## config.mk

```make
export PLATFORM = sky130hd
export DESIGN_NAME = serial_add_ctrl_flat
export DESIGN_NICKNAME = d
export VERILOG_FILES = /design/src/rtl/serial_add_ctrl_if.sv /design/src/rtl/serial_add_ctrl.sv /design/src/flat_wrapper.sv
export SDC_FILE = /design/constraint.sdc
export NUM_CORES = 1
export LEC_CHECK = 0
export ABC_AREA = 1
export BUFFER_PORTS_ARGS = -buffer_cell sky130_fd_sc_hd__buf_4
export CORE_UTILIZATION = 35
export DETAILED_ROUTE_END_ITERATION = 10
export PLACE_DENSITY_LB_ADDON = 0.3
export SETUP_SLACK_MARGIN = 0.3
export SKIP_LAST_GASP = 1
export SLEW_MARGIN = 25
export SYNTH_ARGS = -nofsm -noshare
export SYNTH_HDL_FRONTEND = slang
export SYNTH_SLANG_ARGS = --single-unit
```

## constraint.sdc

```tcl
create_clock -name clk -period 1.2 [get_ports clk]
set_clock_uncertainty 0.1 [all_clocks]
set_input_delay 0.06 -clock clk [delete_from_list [all_inputs] [get_ports clk]]
set_output_delay 0.06 -clock clk [all_outputs]
set_load 0.005 [all_outputs]
```

## src/rtl/serial_add_ctrl_if.sv

```systemverilog
// Request/result bundle for the bit-serial adder/subtractor.
// The master drives the operation request; the slave (the adder) returns status and result.
interface serial_add_ctrl_if #(
   parameter int unsigned WIDTH = 8
);
   logic             start;
   logic             sub;
   logic [WIDTH-1:0] a;
   logic [WIDTH-1:0] b;
   logic             c_in;
   logic             busy;
   logic             done;
   logic [WIDTH-1:0] result;
   logic             c_out;
   logic             ovf;

   modport master (
      output start, sub, a, b, c_in,
      input  busy, done, result, c_out, ovf
   );

   modport slave (
      input  start, sub, a, b, c_in,
      output busy, done, result, c_out, ovf
   );
endinterface

```

## src/rtl/serial_add_ctrl.sv

```systemverilog
// Bit-serial adder/subtractor: one full-adder stage processes one bit per clock, LSB first.
// Subtraction computes a + ~b + 1, so c_out=1 means no borrow occurred.
module serial_add_ctrl #(
   parameter int unsigned WIDTH = 8
) (
   input  logic clk,
   input  logic rst_n,
   serial_add_ctrl_if.slave bus
);
   localparam int unsigned CW = $clog2(WIDTH);
   localparam logic [CW-1:0] LAST = CW'(WIDTH - 1);

   typedef enum logic [1:0] {IDLE, RUN, DONE} state_t;

   state_t           r_state;
   state_t           w_state_nxt;
   logic             w_load;
   logic             w_last;
   logic [WIDTH-1:0] r_a;
   logic [WIDTH-1:0] r_b;
   logic [WIDTH-1:0] r_sum;
   logic             r_carry;
   logic [CW-1:0]    r_cnt;
   logic             r_busy;
   logic             r_done;
   logic [WIDTH-1:0] r_result;
   logic             r_c_out;
   logic             r_ovf;
   logic             w_s;
   logic             w_carry_nxt;

   // Single one-bit full-adder stage shared by every step
   assign w_s         = r_a[0] ^ r_b[0] ^ r_carry;
   assign w_carry_nxt = (r_a[0] & r_b[0]) | (r_carry & (r_a[0] ^ r_b[0]));

   always_ff @(posedge clk) begin
      if (!rst_n) r_state <= IDLE;
      else        r_state <= w_state_nxt;
   end

   always_comb begin
      w_state_nxt = r_state;
      w_load      = 1'b0;
      w_last      = 1'b0;
      case (r_state)
         IDLE: begin
            if (bus.start) begin
               w_state_nxt = RUN;
               w_load      = 1'b1;
            end
         end
         RUN: begin
            if (r_cnt == LAST) begin
               w_state_nxt = DONE;
               w_last      = 1'b1;
            end
         end
         DONE: begin
            if (bus.start) begin
               w_state_nxt = RUN;
               w_load      = 1'b1;
            end else begin
               w_state_nxt = IDLE;
            end
         end
         default: w_state_nxt = IDLE;
      endcase
   end

   // Datapath; busy/done are registered from the next state so they track the state exactly
   always_ff @(posedge clk) begin
      if (!rst_n) begin
         r_a      <= '0;
         r_b      <= '0;
         r_sum    <= '0;
         r_carry  <= 1'b0;
         r_cnt    <= '0;
         r_busy   <= 1'b0;
         r_done   <= 1'b0;
         r_result <= '0;
         r_c_out  <= 1'b0;
         r_ovf    <= 1'b0;
      end else begin
         r_busy <= (w_state_nxt == RUN);
         r_done <= (w_state_nxt == DONE);
         if (w_load) begin
            r_a     <= bus.a;
            r_b     <= bus.sub ? ~bus.b : bus.b;
            r_carry <= bus.sub ? 1'b1 : bus.c_in;
            r_cnt   <= '0;
            r_sum   <= '0;
         end else if (r_state == RUN) begin
            r_a     <= {1'b0, r_a[WIDTH-1:1]};
            r_b     <= {1'b0, r_b[WIDTH-1:1]};
            r_sum   <= {w_s, r_sum[WIDTH-1:1]};
            r_carry <= w_carry_nxt;
            r_cnt   <= r_cnt + CW'(1);
            if (w_last) begin
               // On the MSB step r_carry is the carry into the MSB
               r_result <= {w_s, r_sum[WIDTH-1:1]};
               r_c_out  <= w_carry_nxt;
               r_ovf    <= r_carry ^ w_carry_nxt;
            end
         end
      end
   end

   assign bus.busy   = r_busy;
   assign bus.done   = r_done;
   assign bus.result = r_result;
   assign bus.c_out  = r_c_out;
   assign bus.ovf    = r_ovf;
endmodule

```

## src/flat_wrapper.sv

```systemverilog
// flat-port wrapper written by rule: the top's interface ports become plain ports
module serial_add_ctrl_flat 
#(
   parameter int unsigned WIDTH = 8
)
  (clk, rst_n, bus_start, bus_sub, bus_a, bus_b, bus_c_in, bus_busy, bus_done, bus_result, bus_c_out, bus_ovf);
  serial_add_ctrl_if #(.WIDTH(WIDTH)) bus_i ();
  input  logic clk;
  input  logic rst_n;
  input wire logic [$bits(bus_i.start)-1:0] bus_start;
  input wire logic [$bits(bus_i.sub)-1:0] bus_sub;
  input wire logic [$bits(bus_i.a)-1:0] bus_a;
  input wire logic [$bits(bus_i.b)-1:0] bus_b;
  input wire logic [$bits(bus_i.c_in)-1:0] bus_c_in;
  output wire logic [$bits(bus_i.busy)-1:0] bus_busy;
  output wire logic [$bits(bus_i.done)-1:0] bus_done;
  output wire logic [$bits(bus_i.result)-1:0] bus_result;
  output wire logic [$bits(bus_i.c_out)-1:0] bus_c_out;
  output wire logic [$bits(bus_i.ovf)-1:0] bus_ovf;
  assign bus_i.start = bus_start;
  assign bus_i.sub = bus_sub;
  assign bus_i.a = bus_a;
  assign bus_i.b = bus_b;
  assign bus_i.c_in = bus_c_in;
  assign bus_busy = bus_i.busy;
  assign bus_done = bus_i.done;
  assign bus_result = bus_i.result;
  assign bus_c_out = bus_i.c_out;
  assign bus_ovf = bus_i.ovf;
  serial_add_ctrl #(.WIDTH(WIDTH)) u_core (.clk(clk), .rst_n(rst_n), .bus(bus_i));
endmodule
```

==> flow_summary.yaml, run 1 <==
place:
  place_hpwl_um: 2860
  dp_cells: 359
  io_buffers: 32
  gp_congestion: 0.761
  dpl_cell_area_um2: 2290
global_route:
  grt_max_degree: 15
  grtUsageMet1: 0.253
  grtUsageTotal: 0.190
  first_global_vias: 1752
  antenna_found_initial: 0
  met3_usage: 0.0357
  grt.overflow.total: 0
  grt_pass1_wl_um: 7770
  gr-max-usage-layer: "met2"
  grt_util_met2: 0.306
finish:
  design_area_um2: 3130
  final_cells: 401
  drive_above_1_share: 0.506
  nFillCells: 410
  area_growth_pct: 74.7
  antenna_cells: 0
  finalNetCount: 357
floorplan:
  start_util: 0.371
  rows: 25
  fp.coreArea_um2: 4820
  fp.dieArea_um2: 5400
  die_y_um: 73.5
  die_w_um: 73.5
  ios: 33
sta:
  min_period_ns: 1.30
  maxSlewHeadroom: 0.814
  tightestPinTransition_ns: 0.278
  setup_viol_count_final: 37
  fin_crit_sh: 1.09
  max_freq_ghz: 0.768
  fin_tns_setup_ns: -2.00
  drv_slew: 0
  grt_setup_unrepaired: "true"
  timing.final.ws_setup_ns: -0.102
  hold_viol: 0
logic_synthesis:
  ys.flop_type: "dfxtp_1"
  async_flop_share: 0
  synth_edf_count: 0
  ys_types: 19
  synth.area.top_cells: "dfxtp_1 (46%), nand2_1 (13%), inv_1 (7.3%)"
  ys_warn_count: 0
  syn-cell-area_um2: 1790
  ys_ff_latch: 41
  ys_seq_area_frac: 0.459
  syn-mean-instance-area_um2: 6.91
  syn_inst: 259
  synth_commonest_cells: "nand2_1 (64), dfxtp_1 (41), inv_1 (35)"
  synth_top_cell_by_area: "dfxtp_1"
  syn-num-nets: 283
  synth_top_area_frac: 0.459
  yosysMostFrequentCell: "nand2_1"
drt:
  wire_per_inst_um: 13.4
  dr.pass1.iters: 4
  num_vias: 1888
  drt-initial-drc-count: 80
  vias_per_cell: 4.71
  drt-total-wl_um: 5370
  drc: 0
  drtAntennaViolNets: 0
clock_tree:
  clock_sinks: 41
  clk_pin_slew_ns: 0.08
  root_buffer: "clkbuf_8"
  htree_levels: 2
  clockBufferDepth: 2
  cts_buffers: 5
  worstSkewPairLatency_ns: 0.30
  cts_tree: "built"
worst_setup_path:
  required_ns: 1.32
  r2r-end: "u_core.bus.result[3]$_SDFFE_PN0P_"
  worstSetupPathType: "reg2reg"
  startpoint_type: "flip-flop"
  end_kind: "flip-flop"
  worstPathMaxFanout: 6
  worst-r2r-setup-slack_ns: -0.10
  r2r_cells: 6
  rr_startpoint: "u_core.r_cnt[1]$_SDFFE_PP0N_"
  critical_path_arrival_ns: 1.43
run:
  maxCapViolCount: 0
power_and_ir_drop:
  p_leak_nw: 1.51
  peakVddDrop_mv: 0.819
  power_density_nw_per_um2: 1020
  finalPower_mw: 3.20
outcome:
  status: "finished, violations left"
  violations: "setup timing"
worst_hold_path:
  min_path_cells: 4
  hp-start: "bus_sub"
  hold_class: "in2reg"
  whs_endpoint: "u_core.r_b[7]$_SDFFE_PN0P_"
-- cell usage in the layout (no fill, tap or decap), types with 3 or more instances in the layout --
cell type	n
nand2_1	50
buf_4	34
inv_1	32
buf_6	26
dfxtp_1	25
nor2_1	23
dfxtp_2	15
nand3_2	13
a21oi_2	9
o21ai_1	9
o21ai_2	9
nand2_2	8
a21oi_1	8
dlygate4sd3_1	8
nand2_4	7
nor2_4	6
nor2_2	6
nand3_1	5
clkbuf_8	5
nand2_8	4
inv_2	4
buf_12	4
inv_4	3
o21ai_0	3
nand3_4	3
-- registers in the layout (all words and copies together), names as in the netlist --
name,cells
u_core.bus.busy,1
u_core.bus.c_out,1
u_core.bus.done,1
u_core.bus.ovf,1
u_core.bus.result,8
u_core.r_a,8
u_core.r_b,8
u_core.r_carry,1
u_core.r_cnt,3
u_core.r_state,2
u_core.r_sum,7
-- cells by family after synthesis --
| group | after synthesis | share of synthesized area |
|---|---|---|
| compound gates | 39 | 0.109 |
| xor+xnor | 1 | 0.00490 |
| fa+ha+maj | 3 | 0.0252 |
| buf+inv | 49 | 0.110 |
| flops | 41 | 0.459 |
| simple gates | 126 | 0.292 |
-- timing repair --
item | in CTS | in global routing
resized for setup | 49 | 74
gates cloned | 3 | 1
endpoints found under the setup margin | 51 | 53
hold buffers | 5 | 3
setup buffers | 16 | 6
pin swaps | 13 | 27
endpoints found under the hold margin | 16 | 5
-- routing by layer --
| layer | wire length, um | share of wire |
|---|---|---|
| met3 | 285 | 0.053 |
| met1 | 2410 | 0.45 |
| met2 | 2620 | 0.49 |
| met5 | 0 | 0 |
| met4 | 55 | 0.010 |
-- stage by stage --
| step | utilization | hold WS, ns | setup slack [ns] |
|---|---|---|---|
| 2_1_floorplan | - | 0.0949 | 0.00122 |
| 6_report | 0.649 | 0.00545 | -0.102 |
| 4_1_cts | 0.573 | -0.0327 | -0.0998 |
| 3_3_place_gp | 0.475 | 0.208 | -0.0734 |
| 3_5_place_dp | 0.475 | 0.211 | -0.125 |
| 5_1_grt | 0.649 | 0.0335 | -0.178 |
-- worst max-delay path, cell delays in order (launching register included) --
cell     delay, ns
dfxtp_2       0.36
ha_4          0.14
ha_4          0.12
inv_2         0.04
nor2_4        0.17
nand2_2       0.14
o21ai_0       0.16
-- power by group --
group	switching, mW	internal (mW)	total [mW]
logic	0.400	0.399	0.799
registers	0.0683	1.43	1.50
clock network	0.500	0.403	0.903
-- area by class of cell --
type / instances / area (um^2) / share of cell area
well taps: 67 / 83.8 / 0.0268
inverters: 39 / 159 / 0.0508
repair buffers: 75 / 778 / 0.249
clock buffers: 5 / 68.8 / 0.0220
clock inverters: 3 / 16.3 / 0.00520
flip-flops and latches: 41 / 843 / 0.270
multi-input cells: 171 / 1180 / 0.376
-- worst max-delay path by stage --
stage / to / start / cells past startpoint
after floorplan: u_core.bus.ovf$_SDFFE_PN0P_ / u_core.r_cnt[1]$_SDFFE_PP0N_ / 7
after global routing: u_core.bus.result[5]$_SDFFE_PN0P_ / u_core.r_cnt[1]$_SDFFE_PP0N_ / 6
after detailed placement: u_core.bus.result[5]$_SDFFE_PN0P_ / u_core.r_cnt[1]$_SDFFE_PP0N_ / 6
after CTS: u_core.bus.ovf$_SDFFE_PN0P_ / u_core.r_cnt[1]$_SDFFE_PP0N_ / 7
final: u_core.bus.result[3]$_SDFFE_PN0P_ / u_core.r_cnt[1]$_SDFFE_PP0N_ / 6
after global placement: u_core.bus.result[3]$_SDFFE_PN0P_ / u_core.r_cnt[1]$_SDFFE_PP0N_ / 6
Note: power is estimated with default switching activity, not from simulation.
==> inputs of run 2 (changes only) <==
--- a/config.mk
+++ b/config.mk
@@ -6,9 +6,9 @@
 export NUM_CORES = 1
 export LEC_CHECK = 0
 export ABC_AREA = 1
-export BUFFER_PORTS_ARGS = -buffer_cell sky130_fd_sc_hd__buf_4
-export CORE_UTILIZATION = 35
+export CORE_UTILIZATION = 40
 export DETAILED_ROUTE_END_ITERATION = 10
+export DONT_BUFFER_PORTS = 1
 export PLACE_DENSITY_LB_ADDON = 0.3
 export SETUP_SLACK_MARGIN = 0.3
 export SKIP_LAST_GASP = 1
==> flow_summary.yaml, run 2 (synthesis gave the netlist of run 1 again) <==
outcome:
  status: "finished, violations left"
  violations: "hold timing, setup timing"
sta:
  max_freq_ghz: 0.771
  timing.final.ws_setup_ns: -0.0967
  hold_viol: 37
  min_period_ns: 1.30
  drv_slew: 0
  tightestPinTransition_ns: 0.285
  whs_ns: -0.238
  grt_setup_unrepaired: "true"
  setup_viol_count_final: 31
  fin_crit_sh: 1.08
  maxSlewHeadroom: 0.810
finish:
  layout_common_cells: "nand2_1 (41), dfxtp_1 (35), inv_1 (30)"
  utilization: 0.670
  multi_input_area_um2: 1210
  ff_latch_area_um2: 831
  nFillCells: 334
  final_common_cell: "nand2_1"
  finalNetCount: 319
  drive_above_1_share: 0.453
  area_growth_pct: 55.2
  antenna_cells: 0
global_route:
  grtUsageTotal: 0.209
  antenna_found_initial: 0
  grt_pass1_wl_um: 7150
  first_global_vias: 1612
  grt.overflow.total: 0
  grt_max_degree: 28
power_and_ir_drop:
  power_density_nw_per_um2: 1110
  p_leak_nw: 1.33
  peakVddDrop_mv: 1.04
worst_setup_path:
  startpoint_type: "flip-flop"
  r2r_cells: 7
  required_ns: 1.32
  end_kind: "flip-flop"
  crit_path_max_incr_delay_ns: 0.42
  r2r-end: "u_core.r_a[4]$_SDFFE_PN0P_"
  path_buf_inv: 4
  startpoint: "u_core.r_state[0]$_SDFF_PN0_"
  cp_top_family: "flip-flops"
  worstSetupPathType: "reg2reg"
  crit_path_cell_trace: "inv_8 > buf_12 > nand2_8 > buf_6 > buf_6 > o21ai_2 > nor3_1"
  worstPathMaxFanout: 6
  rr_startpoint: "u_core.r_state[0]$_SDFF_PN0_"
  crit_cells: 7
  worst-r2r-setup-slack_ns: -0.1
  critical_path_arrival_ns: 1.42
  cp_slowest_cell: "dfxtp_4"
  path_common_cell: "buf_6"
floorplan:
  die_w_um: 68.9
  fp.coreArea_um2: 4140
  start_util: 0.432
  rows: 23
  die_y_um: 68.9
  ios: 33
  fp.dieArea_um2: 4740
drt:
  wire_per_inst_um: 13.4
  drtAntennaViolNets: 0
  dr.pass1.iters: 4
  drt-total-wl_um: 4650
  num_vias: 1713
  drc: 0
  drt-initial-drc-count: 65
  vias_per_cell: 4.95
clock_tree:
  cts_buffers: 5
  cts_hold_buffers: 5
  root_buffer: "clkbuf_8"
  cts_tree: "built"
  htree_levels: 2
  worstSkewPairLatency_ns: 0.30
  clk_pin_slew_ns: 0.08
  clockBufferDepth: 2
  clock_sinks: 41
run:
  maxCapViolCount: 0
place:
  post-place-ws_ns: -0.103
  io_buffers: 0
  gp_congestion: 0.732
  place_hpwl_um: 2720
worst_hold_path:
  hold_class: "in2reg"
  whs_endpoint: "u_core.r_b[1]$_SDFFE_PN0P_"
  min_path_cells: 2
  hp-start: "rst_n"
==> run 2: cell count changes in the layout (fill, tap and decap cells not counted), sizes merged <==
cell	before	now
dlygate4sd3	8	5
clkbuf	5	6
inv	40	39
buf	67	32
==> run 2: cell type report <==
cell class / instances / area share
clock buffer: 6 / 0.0261
multi-input combinational: 171 / 0.437
sequential: 41 / 0.299
inverter: 39 / 0.0572
tap: 50 / 0.0225
timing repair buffer: 37 / 0.155
clock inverter: 2 / 0.00361
==> run 2: metrics by stage <==
stage               hold WS [ns]  cell area (um^2)  total power, mW  TNS (ns)  std cells
floorplan                 0.0949              1940             1.81         0        259
global placement          0.0614              2060             1.90    -0.634        313
detailed placement        0.0672              2060             1.90    -0.922        313
CTS                       -0.249              2550             2.96     -1.17        338
global route              -0.250              2780             3.24     -3.54        346
finish                    -0.238              2780             3.08     -1.44        346
==> run 2: how the worst max path moves through the flow <==
stage / endpoint
after global placement: u_core.bus.ovf$_SDFFE_PN0P_
after floorplan: u_core.bus.ovf$_SDFFE_PN0P_
after global routing: u_core.bus.result[5]$_SDFFE_PN0P_
after detailed placement: u_core.bus.result[7]$_SDFFE_PN0P_
final: u_core.r_a[4]$_SDFFE_PN0P_
after CTS: u_core.bus.result[6]$_SDFFE_PN0P_
==> run 2: repair_timing <==
| action | CTS | global route |
|---|---|---|
| resized for setup | 66 | 45 |
| endpoints found under the hold margin | 31 | 34 |
| gates cloned | 3 | 0 |
| setup buffers | 9 | 8 |
| endpoints found under the setup margin | 41 | 41 |
| pin swaps | 26 | 25 |
==> run 2: power breakdown <==
part	total, mW	internal, mW	switching (mW)	leakage (nW)
sequential	1.50	1.43	0.0640	0.337
clock	0.873	0.403	0.470	0.0450
combinational	0.714	0.351	0.363	0.948
total	3.08	2.19	0.896	1.33
==> run 2: layer usage <==
| metal | global-route usage | share of wire | vias to the layer above |
|---|---|---|---|
| li1 | - | - | 878 |
| met1 | 0.264 | 0.43 | 791 |
| met2 | 0.331 | 0.50 | 35 |
| met3 | 0.0773 | 0.052 | 9 |
| met4 | 0.0561 | 0.017 | 0 |
| met5 | 0 | 0 | - |
